**src/rtl/rect_addr_arb.sv**
```systemverilog
// Packet-granular round-robin arbiter. It merges N_SRC rect address streams onto one
// integral-image read port. A granted source keeps the port until its eot beat is
// accepted. A single output register gives 1-cycle latency and full throughput.
module rect_addr_arb #(
    parameter int unsigned N_SRC  = 3,
    parameter int unsigned W_ADDR = 10,
    localparam int unsigned W_ID  = (N_SRC > 1) ? $clog2(N_SRC) : 1
) (
    input  logic                    clk,
    input  logic                    rst,
    input  logic [N_SRC-1:0]        src_valid_i,
    output logic [N_SRC-1:0]        src_ready_o,
    input  logic [N_SRC*W_ADDR-1:0] src_data_i,
    input  logic [N_SRC-1:0]        src_eot_i,
    output logic                    out_valid_o,
    input  logic                    out_ready_i,
    output logic [W_ADDR-1:0]       out_data_o,
    output logic                    out_eot_o,
    output logic [W_ID-1:0]         out_id_o,
    output logic                    busy_o
);

    typedef enum logic {StIdle, StLock} state_e;

    state_e            state_q, state_d;
    logic [W_ID-1:0]   gnt_q, gnt_d;
    logic [W_ID-1:0]   rr_ptr_q, rr_ptr_d;
    logic              out_valid_q, out_valid_d;
    logic [W_ADDR-1:0] out_data_q, out_data_d;
    logic              out_eot_q, out_eot_d;
    logic [W_ID-1:0]   out_id_q, out_id_d;

    logic              ld;
    logic              any_valid;
    logic [W_ID-1:0]   scan_idx;
    int unsigned       scan_pos;
    logic [W_ID-1:0]   sel_idx;
    logic              sel_vld;
    logic              sel_eot;
    logic [W_ADDR-1:0] sel_data;
    logic              grant_ok;
    logic              acc;
    logic [W_ID-1:0]   sel_next;

    assign ld = !out_valid_q || out_ready_i;

    // Round-robin scan: first valid source at or after rr_ptr, wrapping modulo N_SRC.
    always_comb begin
        any_valid = 1'b0;
        scan_idx  = rr_ptr_q;
        scan_pos  = 0;
        for (int unsigned k = 0; k < N_SRC; k++) begin
            scan_pos = (32'(rr_ptr_q) + k) % N_SRC;
            if (!any_valid && src_valid_i[W_ID'(scan_pos)]) begin
                any_valid = 1'b1;
                scan_idx  = W_ID'(scan_pos);
            end
        end
    end

    // Pick the serving source and mux its beat; a held grant bypasses the scan.
    always_comb begin
        sel_idx  = (state_q == StLock) ? gnt_q : scan_idx;
        sel_vld  = 1'b0;
        sel_eot  = 1'b0;
        sel_data = '0;
        for (int unsigned i = 0; i < N_SRC; i++) begin
            if (W_ID'(i) == sel_idx) begin
                sel_vld  = src_valid_i[i];
                sel_eot  = src_eot_i[i];
                sel_data = src_data_i[i*W_ADDR +: W_ADDR];
            end
        end
        // In LOCK the granted source sees ready even across its own valid gaps.
        grant_ok = ld && !rst && ((state_q == StLock) || any_valid);
        acc      = grant_ok && sel_vld;
        sel_next = (sel_idx == W_ID'(N_SRC - 1)) ? '0 : sel_idx + W_ID'(1);
    end

    // One-hot ready towards the serving source only.
    always_comb begin
        src_ready_o = '0;
        for (int unsigned i = 0; i < N_SRC; i++) begin
            src_ready_o[i] = grant_ok && (W_ID'(i) == sel_idx);
        end
    end

    // Grant FSM next state: lock on a non-eot beat, release and advance pointer on eot.
    always_comb begin
        state_d  = state_q;
        gnt_d    = gnt_q;
        rr_ptr_d = rr_ptr_q;
        if (acc) begin
            if (sel_eot) begin
                state_d  = StIdle;
                rr_ptr_d = sel_next;
            end else if (state_q == StIdle) begin
                state_d = StLock;
                gnt_d   = sel_idx;
            end
        end
    end

    // Output register next state: load on acceptance, drain when free, hold on stall.
    always_comb begin
        out_valid_d = out_valid_q;
        out_data_d  = out_data_q;
        out_eot_d   = out_eot_q;
        out_id_d    = out_id_q;
        if (ld) begin
            out_valid_d = acc;
            if (acc) begin
                out_data_d = sel_data;
                out_eot_d  = sel_eot;
                out_id_d   = sel_idx;
            end
        end
    end

    // State and output registers with synchronous reset.
    always_ff @(posedge clk) begin
        if (rst) begin
            state_q     <= StIdle;
            gnt_q       <= '0;
            rr_ptr_q    <= '0;
            out_valid_q <= 1'b0;
            out_data_q  <= '0;
            out_eot_q   <= 1'b0;
            out_id_q    <= '0;
        end else begin
            state_q     <= state_d;
            gnt_q       <= gnt_d;
            rr_ptr_q    <= rr_ptr_d;
            out_valid_q <= out_valid_d;
            out_data_q  <= out_data_d;
            out_eot_q   <= out_eot_d;
            out_id_q    <= out_id_d;
        end
    end

    assign out_valid_o = out_valid_q;
    assign out_data_o  = out_data_q;
    assign out_eot_o   = out_eot_q;
    assign out_id_o    = out_id_q;
    assign busy_o      = (state_q == StLock);

endmodule

```
**config.mk**
```make
export PLATFORM = sky130hd
export DESIGN_NAME = rect_addr_arb
export DESIGN_NICKNAME = d
export VERILOG_FILES = /design/src/rtl/rect_addr_arb.sv
export SDC_FILE = /design/constraint.sdc
export NUM_CORES = 1
export LEC_CHECK = 0
export BUFFER_PORTS_ARGS = -buffer_cell sky130_fd_sc_hd__buf_4
export CORE_MARGIN = 2
export CORE_UTILIZATION = 52
export DETAILED_ROUTE_END_ITERATION = 10
export GPL_TIMING_DRIVEN = 0
export PLACE_DENSITY = 0.85
export SKIP_LAST_GASP = 1
export SYNTH_ARGS = -nofsm -noshare
export SYNTH_HDL_FRONTEND = slang
export SYNTH_SLANG_ARGS = --single-unit
```
**constraint.sdc**
```tcl
create_clock -name clk -period 4.7 [get_ports clk]
set_input_delay 0.235 -clock clk [delete_from_list [all_inputs] [get_ports clk]]
set_output_delay 0.235 -clock clk [all_outputs]
set_load 0.02 [all_outputs]
```
* Yosys cells after proc, flatten, opt, wreduce, memory -nomap -nowiden
Cells that the tools add are included.
** Storage, ports and cells
- Memories :: 0
- Memory bits (writable) :: 0
- Bits of input ports :: 39
- Memory bits (read-only) :: 0
- Bits in latches :: 0
- Bits in registers :: 19
** Operators by class
- Shift-type cells :: 0
- Bitwise gates (word level) :: 2
- Add/sub/neg operators :: 3
- Mux-type cells :: 24
- $lt $le $gt $ge :: 3
- Equal/unequal tests :: 3
- Reduce and logical (&&, ||, !) cells :: 18
- $mul :: 0
- Div/mod/pow operators :: 3
** Operators with widths (number)
- 32-bit by 2-bit modulo with 32-bit output (second input constant) :: 2
- 2-bit by 2-bit modulo with 32-bit output (second input constant) :: 1
- 10-bit 2-to-1 mux :: 3
- 1-bit 2-to-1 mux :: 13
- 2-bit 2-to-1 mux :: 5
- 2-bit by 3-bit less-than comparator with 1-bit output (second input constant) :: 3
- 1-bit logical AND :: 8
- 1-bit binary-select mux with 2-bit select :: 3
- 1-bit zero test :: 4
- 2-bit AND reduction :: 2
- 2-bit by 1-bit adder with 3-bit output (second input constant) :: 1
- 2-bit by 2-bit adder with 3-bit output (second input constant) :: 1
- 3-bit AND reduction :: 1
- 2-bit by 1-bit adder with 2-bit output (second input constant) :: 1
- 1-bit by 2-bit equality test with 1-bit output (first input constant) :: 1
- 2-bit equality test (first input constant) :: 1
- 2-bit equality test (second input constant) :: 1
- 2-bit zero test :: 1
- 1-bit logical OR :: 2
- 1-bit NOT :: 2

* Logic depth before layout (Yosys ltp)
Gate-level depths: netlist of run 1.
- Depth after elaboration :: 17
- Gate-level depth with buffers :: 13
- Depth with buffers taken out :: 10

* Least setup slack after synthesis of run 1
No wires, ideal clock.
- Kind :: register to register
- Start :: register rr_ptr_q[0]
- End :: register gnt_q[1]
- Arrival time :: 2722 ps
- Cell stages (with the launch flop) :: 11
- Path buffers :: 0
- Period minus slack after synthesis :: 2845 ps
- Library setup time :: 123 ps
- Required time :: 4577 ps
- Slack :: 1855 ps
- Path through :: dfxtp_1 inv_1 ha_1 nand2b_1 a21o_1 o2111a_1 o22a_4 o311a_1 o32ai_4 and3_1 mux2_1
** Between the ends
- Longest elaborated chain between the ends :: 17
- Elaborated cells on any way between the ends :: 36
- Classes of those cells :: add/sub: 2; div: 3; eq/ne: 2; mux: 19; bitwise: 1; reduce/logical: 9
** Ends and longest elaborated chain
- from (decl) :: RTL line 27 : logic [W_ID-1:0] rr_ptr_q, rr_ptr_d;
- from (signal assigned) :: RTL line 133 : rr_ptr_q <= rr_ptr_d;
- parallel branches: the longest is 17 deep, another holds 32-bit by 2-bit modulo with 32-bit output
- to (signal assigned) :: RTL line 132 : gnt_q <= gnt_d;
- to (decl) :: RTL line 26 : logic [W_ID-1:0] gnt_q, gnt_d;
Parallel ways; which one is timed is not known. The select of a mux whose other input is x is not followed.
A chain may end at the register's enable or synchronous reset.

* Worst setup path after layout of run 1
Same ends and word-level chain as after synthesis.

==> summary.md, run 1 <==
| Metric | Value |
|---|---|
| Dpl ws | between 1.5 and 2 ns |
| Detailed Routing Iterations Pass 1 | 6 |
| Layout Skew | roughly 0.0045 ns |
| IO Pins | 57 |
| Yosys warnings | 0 |
| Starting Density | a little over half |
| Die area | approximately 3200 um2 |
| Post-Syn Area | approximately 1500 um2 |
| Total chip power | between 1 and 1.5 mW |
| # DRC | 0 |
| Ys flop type | dfxtp_1 |
| RD Place Congestion | 0.920 |
| Pwr dens | between 500 and 600 nW/um2 |
| CTS tree | yes |
| H-tree levels | 1 |
| Hold_buf cts | 0 |
| Pin count of the biggest net entering global routing | 12 |
| Cts repair resizes | 0 |
| Post-synth net total | roughly 200 |
| Largest family of logic cells by synthesized area | compound AO/OA/AOI/OAI gates |
| CP Class | reg2reg |
| Placed Cells | around 240 |
| Post-synth EDFFs | 0 |
| Worst-margin pin slew | 0.621 ns |
| Most common cell in the synthesized netlist | dfxtp_1 |
| Largest area contributor in the netlist | dfxtp_1 |
| Final cell count without fillers | ~250 |
| CTS sink count | 19 |
| Fraction of synthesized cell area taken by the top area cell type | approximately a quarter |
| Rel. slew slack | between 50% and 60% |
| CP max FO | 8 |
| Antenna Cells | 0 |
| Critical path arrival | about 3.4 ns |
| Layout area overhead | 32.9% |
| Die X-Extent | around 57 um |
| Number of setup buffers added after CTS | 0 |
| Worst setup EP type | flop |
| Wire per inst | between 15 and 20 um |
| Vias in the first global route | around 1500 |
| Finished Cell Area | around 1900 um2 |
| Total CTS buffers | 3 |
| Setup Viol. Count Final | 0 |
| P_leak | 0.807 nW |
| Sequential cell area fraction in the yosys report | 26.1% |
| Clock tree buffer depth | 2 |
| Core footprint | 2710 um2 |
| Cells after synthesis | between 150 and 200 |
| Hold WS | about 0.21 ns |
| Compound-Gate Fraction of Synth Area | about a third |
| Via/cell ratio | 6.17 |
| RSZ-0062 raised after global routing | false |
| Initial drt markers | 70 |
| Clock slew at reported path FFs | 0.12 ns |
| Routed WL | between 3 and 4 mm |
| Synth async-reset ratio | 0% |
| Nets | 259 |
| Rows | 19 |
| GRT Overall Usage | about a quarter |
| Minimum clock period | ~3.2 ns |
| Fillers | ~200 |
| Synth Area in XOR/XNOR | 0% |
| Clk Latency, worst-skew pair | 0.31 ns |
| Initial antenna violation count | 0 |
| Post-route ant nets | 0 |
| Final worst setup slack | 1.52 ns |
| Status | completed |
| HPWL Detailed | 3.10 mm |
| Simple-gate portion of the synthesized area | between 10% and 20% |
| Area share of fa/ha/maj cells after synthesis | under 10% |
| Critical Path RT | a little under 5 ns |
| Final hold vios | 0 |
| Multiplexer area fraction after synthesis | around 12% |
| Synth cell types | 49 |
| Cell Area, Placed | 1910 um2 |
| Peak VDD IR | 0.531 mV |
| Fmax achieved | roughly 310 MHz |
| Average size of a mapped cell | 9.28 um2 |
| Chip Height | between 50 and 60 um |
| Share of cells above drive strength 1 | a little over two fifths |
| Vias | 1525 |
| Post-synth top cells | 19 x dfxtp_1, 18 x nor2_1, 12 x nor3_1, 10 x mux2_2, 10 x nand2_1 |
| Clock Tree Root | clkbuf_4 |
| Final Util | a little under three quarters |
| Setup TNS | 0 ns |
| PortBufs | 55 |
| GRT overflow | 0 |
| Final Cycle Share | between 60% and 70% |
| Min-delay worst type | in2reg |
| Area contributors post-synth | dfxtp_1 26%, mux2_2 7.7%, a221oi_2 5.2%, nor2_1 4.6%, nor3_1 4.1% |
| Synth Register Bits | 19 |
| First-pass GRT wire length | around 6.7 mm |
| Slew Limit Fails | 0 |
| Max-cap violations | 0 |
| Startpoint Class | flop |
-- worst paths after layout --
check / slack (ns) / startpoint / endpoint / depth (start not counted)
worst min register to register: 0.50 / out_data_o[9] / out_data_o[9] / 2
worst max register to register: 1.52 / rr_ptr_q[0] / gnt_q[1] / 10
worst max-delay path: 1.52 / rr_ptr_q[0] / gnt_q[1] / 10
worst min-delay path: 0.21 / src_data_i[18] / out_data_o[8] / 3
-- per-layer routing --
layer,track usage [%],wire [um]
met4,11.0,88
met3,4.54,284
met1,30.9,1560
met2,45.2,2040
met5,0,0
-- worst max-delay path, stage by stage, from the launching register on --
cell,delay [ns]
dfxtp_1,0.45
inv_1,0.10
ha_1,0.41
nand2b_1,0.22
a21o_1,0.21
o2111a_1,0.18
o22a_4,0.24
o311a_1,0.42
o32ai_4,0.24
and3_1,0.29
mux2_1,0.33
-- sequential cells by signal (all words and copies together), names as in the netlist --
signal / cells
out_valid_o: 1
rr_ptr_q: 2
out_id_o: 2
out_eot_o: 1
gnt_q: 2
busy_o: 1
out_data_o: 10
-- area by class of cell --
class	count	area [um2]	share of cell area (%)
Timing Repair Buffer	55	413	21.3
Clock inverter	1	5.00	0.258
Buffer	8	60.1	3.10
Inverter	7	26.3	1.36
Clock buffer	3	22.5	1.16
Sequential cell	19	380	19.6
Tap cell	31	38.8	2.00
Multi-Input combinational cell	123	991	51.2
-- logic make-up (layout without fill, tap and decap cells) --
group,Yosys count,after routing
muxes,15,15
and+or+nand+nor,55,55
AOI/OAI and AO/OA,50,50
adders and majority gates,3,3
buffers and inverters,15,74
DFF,19,19
-- cell usage in the layout (no fill, tap or decap), types with 2 or more instances in the layout --
cell type,netlist,routed
inv_1,7,7
nor2_1,18,18
a21o_1,2,2
mux2_2,10,10
nor3_1,12,12
o21a_1,2,2
a221oi_2,5,5
a21oi_1,7,7
nor2b_1,3,3
o21ai_2,2,2
nand2_1,10,10
mux2i_1,3,3
buf_6,3,3
nand2b_1,5,5
buf_4,2,57
o21ai_0,6,6
o2111ai_1,2,2
clkbuf_1,2,2
a221oi_1,5,5
clkbuf_4,0,3
nand3_1,2,2
ha_1,3,3
dfxtp_1,19,19
-- report_power, final --
group | leakage (nW) | internal [mW] | total, mW | switching [mW]
Clock | 0.0177 | 0.0318 | 0.0879 | 0.0561
Combinational | 0.633 | 0.336 | 0.798 | 0.461
Sequential | 0.155 | 0.207 | 0.238 | 0.0318
No activity file was read; power rests on OpenSTA's default activity.
==> run 2: changes to the inputs <==
CORE_UTILIZATION = 49   (was 52)
PLACE_DENSITY = 0.8   (was 0.85)
clock period = 3.2 ns   (was 4.7 ns; I/O delays follow)
==> summary.md, run 2 (synthesized netlist as in run 1, its figures left out) <==
| Metric | Value |
|---|---|
| Clock tree buffer depth | 2 (unchanged) |
| Detailed Routing Iterations Pass 1 | 4 (-2) |
| H-tree levels | 1 (unchanged) |
| Total chip power | 1.68 mW (+49%) |
| Max-cap violations | 0 (unchanged) |
| Initial antenna violation count | 0 (unchanged) |
| Setup Viol. Count Final | 0 (unchanged) |
| Rows | 19 (unchanged) |
| Share of power burned in combinational logic | 71.3% (+0.3 points) |
| Psw | 0.817 mW (+49%) |
| HPWL Detailed | 3.18 mm (+2.5%) |
| Routed WL | 4.14 mm (+4.2%) |
| # DRC | 0 (unchanged) |
| Crit path cell chain | inv_1 > ha_1 > nand2b_1 > a21o_1 > o2111a_1 > o22a_4 > o2111ai_1 > o211a_4 > and3_1 > mux2_1 |
| Critical path's largest stage delay | 0.41 ns (-0.04 ns) |
| Via/cell ratio | 6.03 (-2.3%) |
| Clock Tree Root | clkbuf_4 |
| Die area | 3430 um2 (+5.7%) |
| Pin count of the biggest net entering global routing | 12 (unchanged) |
| Core footprint | 2780 um2 (+2.6%) |
| Clock Power Share | 7.8% (about the same) |
| Die X-Extent | 58.5 um (+2.8%) |
| Vias | 1496 (-1.9%) |
| Initial drt markers | 65 (-7.1%) |
| Antenna Cells | 0 (unchanged) |
| Switch share | 48.7% (-0.18 points) |
| GRT Overall Usage | 24.5% (-1.3 points) |
| Most common cell after layout, fill and taps aside | buf_4 |
| Pwr dens | 859 nW/um2 (+48%) |
| First-pass GRT wire length | 6.42 mm (-3.7%) |
| CP max FO | 7 (-1) |
| CTS sink count | 19 (unchanged) |
| Post-route ant nets | 0 (unchanged) |
| Layout area overhead | 34.0% |
| Rel. slew slack | 61.4% (+2.9 points) |
| Total CTS buffers | 3 (unchanged) |
| RD Place Congestion | 0.873 (-5.2%) |
| Final Cycle Share | 95.6% (+28 points) |
| Hold_buf cts | 0 (unchanged) |
| RSZ-0062 raised after global routing | false |
| Max FFs per register | 10 (unchanged) |
| PortBufs | 55 (unchanged) |
| Wire per inst | 16.7 um (+3.8%) |
| Clk Latency, worst-skew pair | 0.31 ns (about the same) |
| Sequential Power Share | 20.8% (-0.4 points) |
| Internal power | 0.861 mW (+50%) |
| Startpoint Class | flop |
| Slowest-stage cell, CP | ha_1 |
| Nets | 260 (+0.39%) |
| Share of cells above drive strength 1 | 44.2% (+0.72 points) |
| Peak VDD IR | 0.743 mV (+40%) |
| Finished Cell Area | 1950 um2 (+0.84%) |
| GRT overflow | 0 (unchanged) |
| Cell Area, Placed | 1910 um2 (unchanged) |
| Minimum clock period | 3.06 ns (-0.126 ns) |
| P_leak | 0.813 nW (+0.82%) |
| Layout Skew | 0.00223 ns (-0.00225 ns) |
| Setup TNS | 0 ns (unchanged) |
| Commonest non-fill, non-tap cells in the layout | 58 x buf_4, 18 x nor2_1, 18 x dfxtp_1 |
| CP Class | reg2reg |
| Vias in the first global route | 1413 (-6.0%) |
| Starting Density | 52.4% (-1.4 points) |
| Worst setup EP type | flop |
| Critical path arrival | 3.27 ns (-0.12 ns) |
| Fillers | 228 (+17%) |
| Chip Height | 58.5 um (+2.8%) |
| Worst-margin pin slew | 0.579 ns (-0.0429 ns) |
| CTS tree | yes |
| Status | completed |
| Final hold vios | 0 (unchanged) |
| Critical Path RT | 3.41 ns (-1.50 ns) |
| Clock slew at reported path FFs | 0.12 ns (about the same) |
| Min-delay worst type | in2reg |
| IO Pins | 57 (unchanged) |
| Fmax achieved | 327 MHz (+4.1%) |
| Slew Limit Fails | 0 (unchanged) |
[run 2: final cells by class]
| class | count | area (um2) | area share (%) |
|---|---|---|---|
| buffer | 8 | 60.1 | 3.07 |
| clock buffer | 3 | 22.5 | 1.15 |
| clock inverter | 1 | 5.00 | 0.256 |
| inverter | 7 | 26.3 | 1.35 |
| multi-input combinational | 123 | 998 | 51.1 |
| sequential | 19 | 382 | 19.5 |
| tap | 31 | 38.8 | 1.99 |
| timing repair buffer | 56 | 420 | 21.5 |
[run 2: timing repair]
item,CTS,global route
endpoints found under the hold margin,0,0
setup buffers,1,0
pin swaps,1,2
resized for setup,0,2
endpoints found under the setup margin,1,7
gates cloned,0,0
[run 2: power by group through the flow]
stage / clock network (mW) / registers, mW / logic [mW]
after floorplan: 0 / 0.409 / 0.796
after global placement: 0 / 0.350 / 1.13
after global routing: 0.140 / 0.357 / 1.29
after detailed placement: 0 / 0.354 / 1.16
after CTS: 0.132 / 0.348 / 1.17
final: 0.131 / 0.350 / 1.20
[run 2: stage by stage]
stage / hold WS (ns) / utilization (%) / instances / setup slack, ns
detailed placement: 0.456 / 68.6 / 243 / 0.00786
CTS: 0.127 / 69.9 / 248 / 0.101
floorplan: 0.323 / - / 157 / 0.355
finish: 0.123 / 70.2 / 248 / 0.142
global placement: 0.440 / 68.6 / 243 / 0.0860
global route: 0.137 / 70.2 / 248 / 0.0529
[run 2: worst paths after layout]
path / end / slack [ns] / cells past startpoint / from
setup / recovery: gnt_q[1] / 0.14 / 10 / rr_ptr_q[0]
hold / removal: out_data_o[5] / 0.12 / 3 / src_data_i[15]
setup reg to reg: gnt_q[1] / 0.14 / 10 / rr_ptr_q[0]
hold reg to reg: out_data_o[5] / 0.51 / 2 / out_data_o[5]
[run 2: layer usage]
layer | routed length (um) | global-route usage, % | vias up
met2 | 2070 | 40.8 | 59
met3 | 285 | 6.15 | 11
met5 | 0 | 0 | -
met1 | 1690 | 29.2 | 705
li1 | - | - | 721
met4 | 89 | 12.0 | 0
[run 2: critical path: cells and delay by family, from the launching register on]
| family | cells | cell delay [ns] |
|---|---|---|
| compound gates | 5 | 1.27 |
| flops | 1 | 0.40 |
| simple gates | 2 | 0.46 |
| fa+ha+maj | 1 | 0.41 |
| mux | 1 | 0.34 |
| buf+inv | 1 | 0.07 |
==> run 3: changes to the inputs <==
ABC_AREA = 1   (was default)
ABC_CLOCK_PERIOD_IN_PS = 3200   (was default)
CORE_UTILIZATION = 47   (was 49)
CTS_CLUSTER_DIAMETER = 80   (was default)
PLACE_DENSITY = 0.79   (was 0.8)
==> summary.md, run 3 <==
| Metric | Value |
|---|---|
| Critical path's largest stage delay | 0.41 ns (about the same) |
| Most common cell in the synthesized netlist | nand2_1 |
| Sequential cell area fraction in the yosys report | 28.6% (+2.5 points) |
| PortBufs | 56 (+1.8%) |
| Worst-margin pin slew | 0.216 ns (-0.363 ns) |
| Average size of a mapped cell | 6.13 um2 (-34%) |
| Antenna Cells | 0 (unchanged) |
| GRT Overall Usage | 20.9% (-3.5 points) |
| Layout area overhead | 36.5% |
| Final Cycle Share | 80.2% (-15 points) |
| Vias in the first global route | 1338 (-5.3%) |
| Worst reg2reg path depth | 19 (+9) |
| Critical Path RT | 3.04 ns (-0.37 ns) |
| Rows | 19 (unchanged) |
| CTS sink count | 19 (unchanged) |
| Post-synth top cells | 66 x nand2_1, 26 x nand3_1, 26 x nor2_1, 19 x dfxtp_1, 16 x o21ai_1 |
| Die X-Extent | 57.2 um (-2.3%) |
| Cells after synthesis | 217 (+38%) |
| RD Place Congestion | 0.892 (+2.2%) |
| Final worst setup slack | 0.634 ns (+0.492 ns) |
| WP depth | 15 (+5) |
| Die area | 3270 um2 (-4.5%) |
| Clock slew at reported path FFs | 0.11 ns (about the same) |
| Status | completed |
| Startpoint Class | flop |
| Commonest non-fill, non-tap cells in the layout | 66 x nand2_1, 56 x buf_4, 26 x nor2_1, 26 x nand3_1, 19 x dfxtp_1 |
| # DRC | 0 (unchanged) |
| Area contributors post-synth | dfxtp_1 29%, nand2_1 19%, nand3_1 9.8%, nor2_1 7.3%, o21ai_1 6.0% |
| Initial drt markers | 90 (+38%) |
| Fraction of synthesized cell area taken by the top area cell type | 28.6% (+2.5 points) |
| Synth Register Bits | 19 (unchanged) |
| Post-synth EDFFs | 0 (unchanged) |
| Total CTS buffers | 3 (unchanged) |
| Rel. slew slack | 85.5% (+24 points) |
| Critical R2R Launch | rr_ptr_q[0] |
| Synth async-reset ratio | 0% (unchanged) |
| CP Class | reg2out |
| Share of cells above drive strength 1 | 34.3% (-9.9 points) |
| Dpl ws | 0.653 ns (+0.645 ns) |
| Most frequent cell on the critical path | nand2_1 |
| GRT overflow | 0 (unchanged) |
| Min-delay worst type | in2reg |
| Clk Latency, worst-skew pair | 0.29 ns (-0.02 ns) |
| Core footprint | 2730 um2 (-1.7%) |
| CP max FO | 6 (-1) |
| First-pass GRT wire length | 5.56 mm (-13%) |
| Number of setup buffers added after CTS | 0 (-1) |
| Hold path start | rst |
| Post-synth net total | 259 (+30%) |
| Hold path cells | 2 (-1) |
| Chip Height | 57.2 um (-2.3%) |
| Worst setup EP type | primary output |
| Fmax achieved | 390 MHz (+19%) |
| Crit path cell chain | inv_1 > ha_1 > inv_2 > nand2_1 > nand3_1 > nand2_1 > nand2_1 > inv_2 > nand3_1 > nand3_2 > nand2_2 > inv_2 > nand2_1 > nor2_1 > buf_4 |
| Setup TNS | 0 ns (unchanged) |
| Most common cell after layout, fill and taps aside | nand2_1 |
| CP Buf/Inv Count | 5 (+4) |
| Critical path arrival | 2.41 ns (-0.86 ns) |
| Slowest-stage cell, CP | dfxtp_1 |
| H-tree levels | 1 (unchanged) |
| Largest area contributor in the netlist | dfxtp_1 |
| CP startpoint | rr_ptr_q[0] |
| Cts repair resizes | 0 (unchanged) |
| Max FFs per register | 10 (unchanged) |
| Minimum clock period | 2.57 ns (-0.492 ns) |
| Yosys warnings | 0 (unchanged) |
| Clock tree buffer depth | 2 (unchanged) |
| Post-Syn Area | 1330 um2 (-8.7%) |
| Layout Skew | 0.00633 ns (+0.00410 ns) |
| CTS tree | yes |
| Top Family by Delay on Critical Path | simple AND/OR/NAND/NOR gates |
| Detailed Routing Iterations Pass 1 | 4 (unchanged) |
| Vias | 1552 (+3.7%) |
| Hold_buf cts | 0 (unchanged) |
| Wire per inst | 11.1 um (-34%) |
| Final hold vios | 0 (unchanged) |
| Post-route ant nets | 0 (unchanged) |
| Pin count of the biggest net entering global routing | 11 (-1) |
| Setup Viol. Count Final | 0 (unchanged) |
| HPWL Detailed | 2.76 mm (-13%) |
| Nets | 320 (+23%) |
| Slew Limit Fails | 0 (unchanged) |
| RSZ-0062 raised after global routing | false |
| Via/cell ratio | 5.04 (-16%) |
| Max-cap violations | 0 (unchanged) |
| Synth cell types | 22 (-55%) |
| Clock Tree Root | clkbuf_4 |
| IO Pins | 57 (unchanged) |
| Ys flop type | dfxtp_1 |
| Initial antenna violation count | 0 (unchanged) |
| Starting Density | 48.7% (-3.7 points) |
| Routed WL | 3.41 mm (-18%) |
==> run 3: changes by cell type after synthesis, sizes merged, moves of 9 or more <==
cell    previous run  this run
nand2             10        73
nor2              18        29
o21ai              8        17
a221oi            10         0
inv                7        22
nand3              2        30
mux2              11         0
==> run 3: cell families (layout without fill, tap and decap cells) <==
logic type / count (synthesis) / after routing / synth area share, %
compound gates: 28 / 28 / 11.7
fa+ha+maj: 3 / 3 / 2.82
flops: 19 / 19 / 28.6
simple gates: 139 / 139 / 47.6
buf+inv: 28 / 88 / 9.40
==> run 3: worst paths after layout <==
| kind | end | slack (ns) |
|---|---|---|
| min reg2reg | out_eot_o | 0.47 |
| max reg2reg | out_data_o[4] | 0.66 |
| min | out_eot_o | 0.05 |
| max | src_ready_o[1] | 0.63 |
==> run 3: layout make-up <==
type                    count  area [um2]
repair buffers             56         420
multi-input cells         170         826
clock buffers               4        26.3
plain buffers               6        42.5
fillers                   270         917
well taps                  31        38.8
inverters                  22        82.6
flip-flops and latches     19         380
==> run 3: per-layer routing <==
| metal | part of all wire (%) | up-vias | GRT usage, % | wire (um) |
|---|---|---|---|---|
| met5 | 0 | - | 0 | 0 |
| met4 | 1.1 | 0 | 5.98 | 38 |
| met3 | 5.2 | 4 | 2.04 | 178 |
| met2 | 49 | 48 | 35.8 | 1660 |
| met1 | 45 | 682 | 28.1 | 1530 |
| li1 | - | 818 | - | - |
==> run 3: metrics by stage <==
step	util (%)	hold slack [ns]	cell area, um2	cells
final	66.5	0.0536	1820	308
after global routing	66.5	0.0431	1820	308
after CTS	66.5	0.0507	1820	308
after detailed placement	65.5	0.367	1790	304
after global placement	65.5	0.367	1790	304
after floorplan	-	0.229	1330	217
Power of run 3 is not shown: default switching activity piles up to over one toggle a cycle in this logic, so the estimate is an artifact.
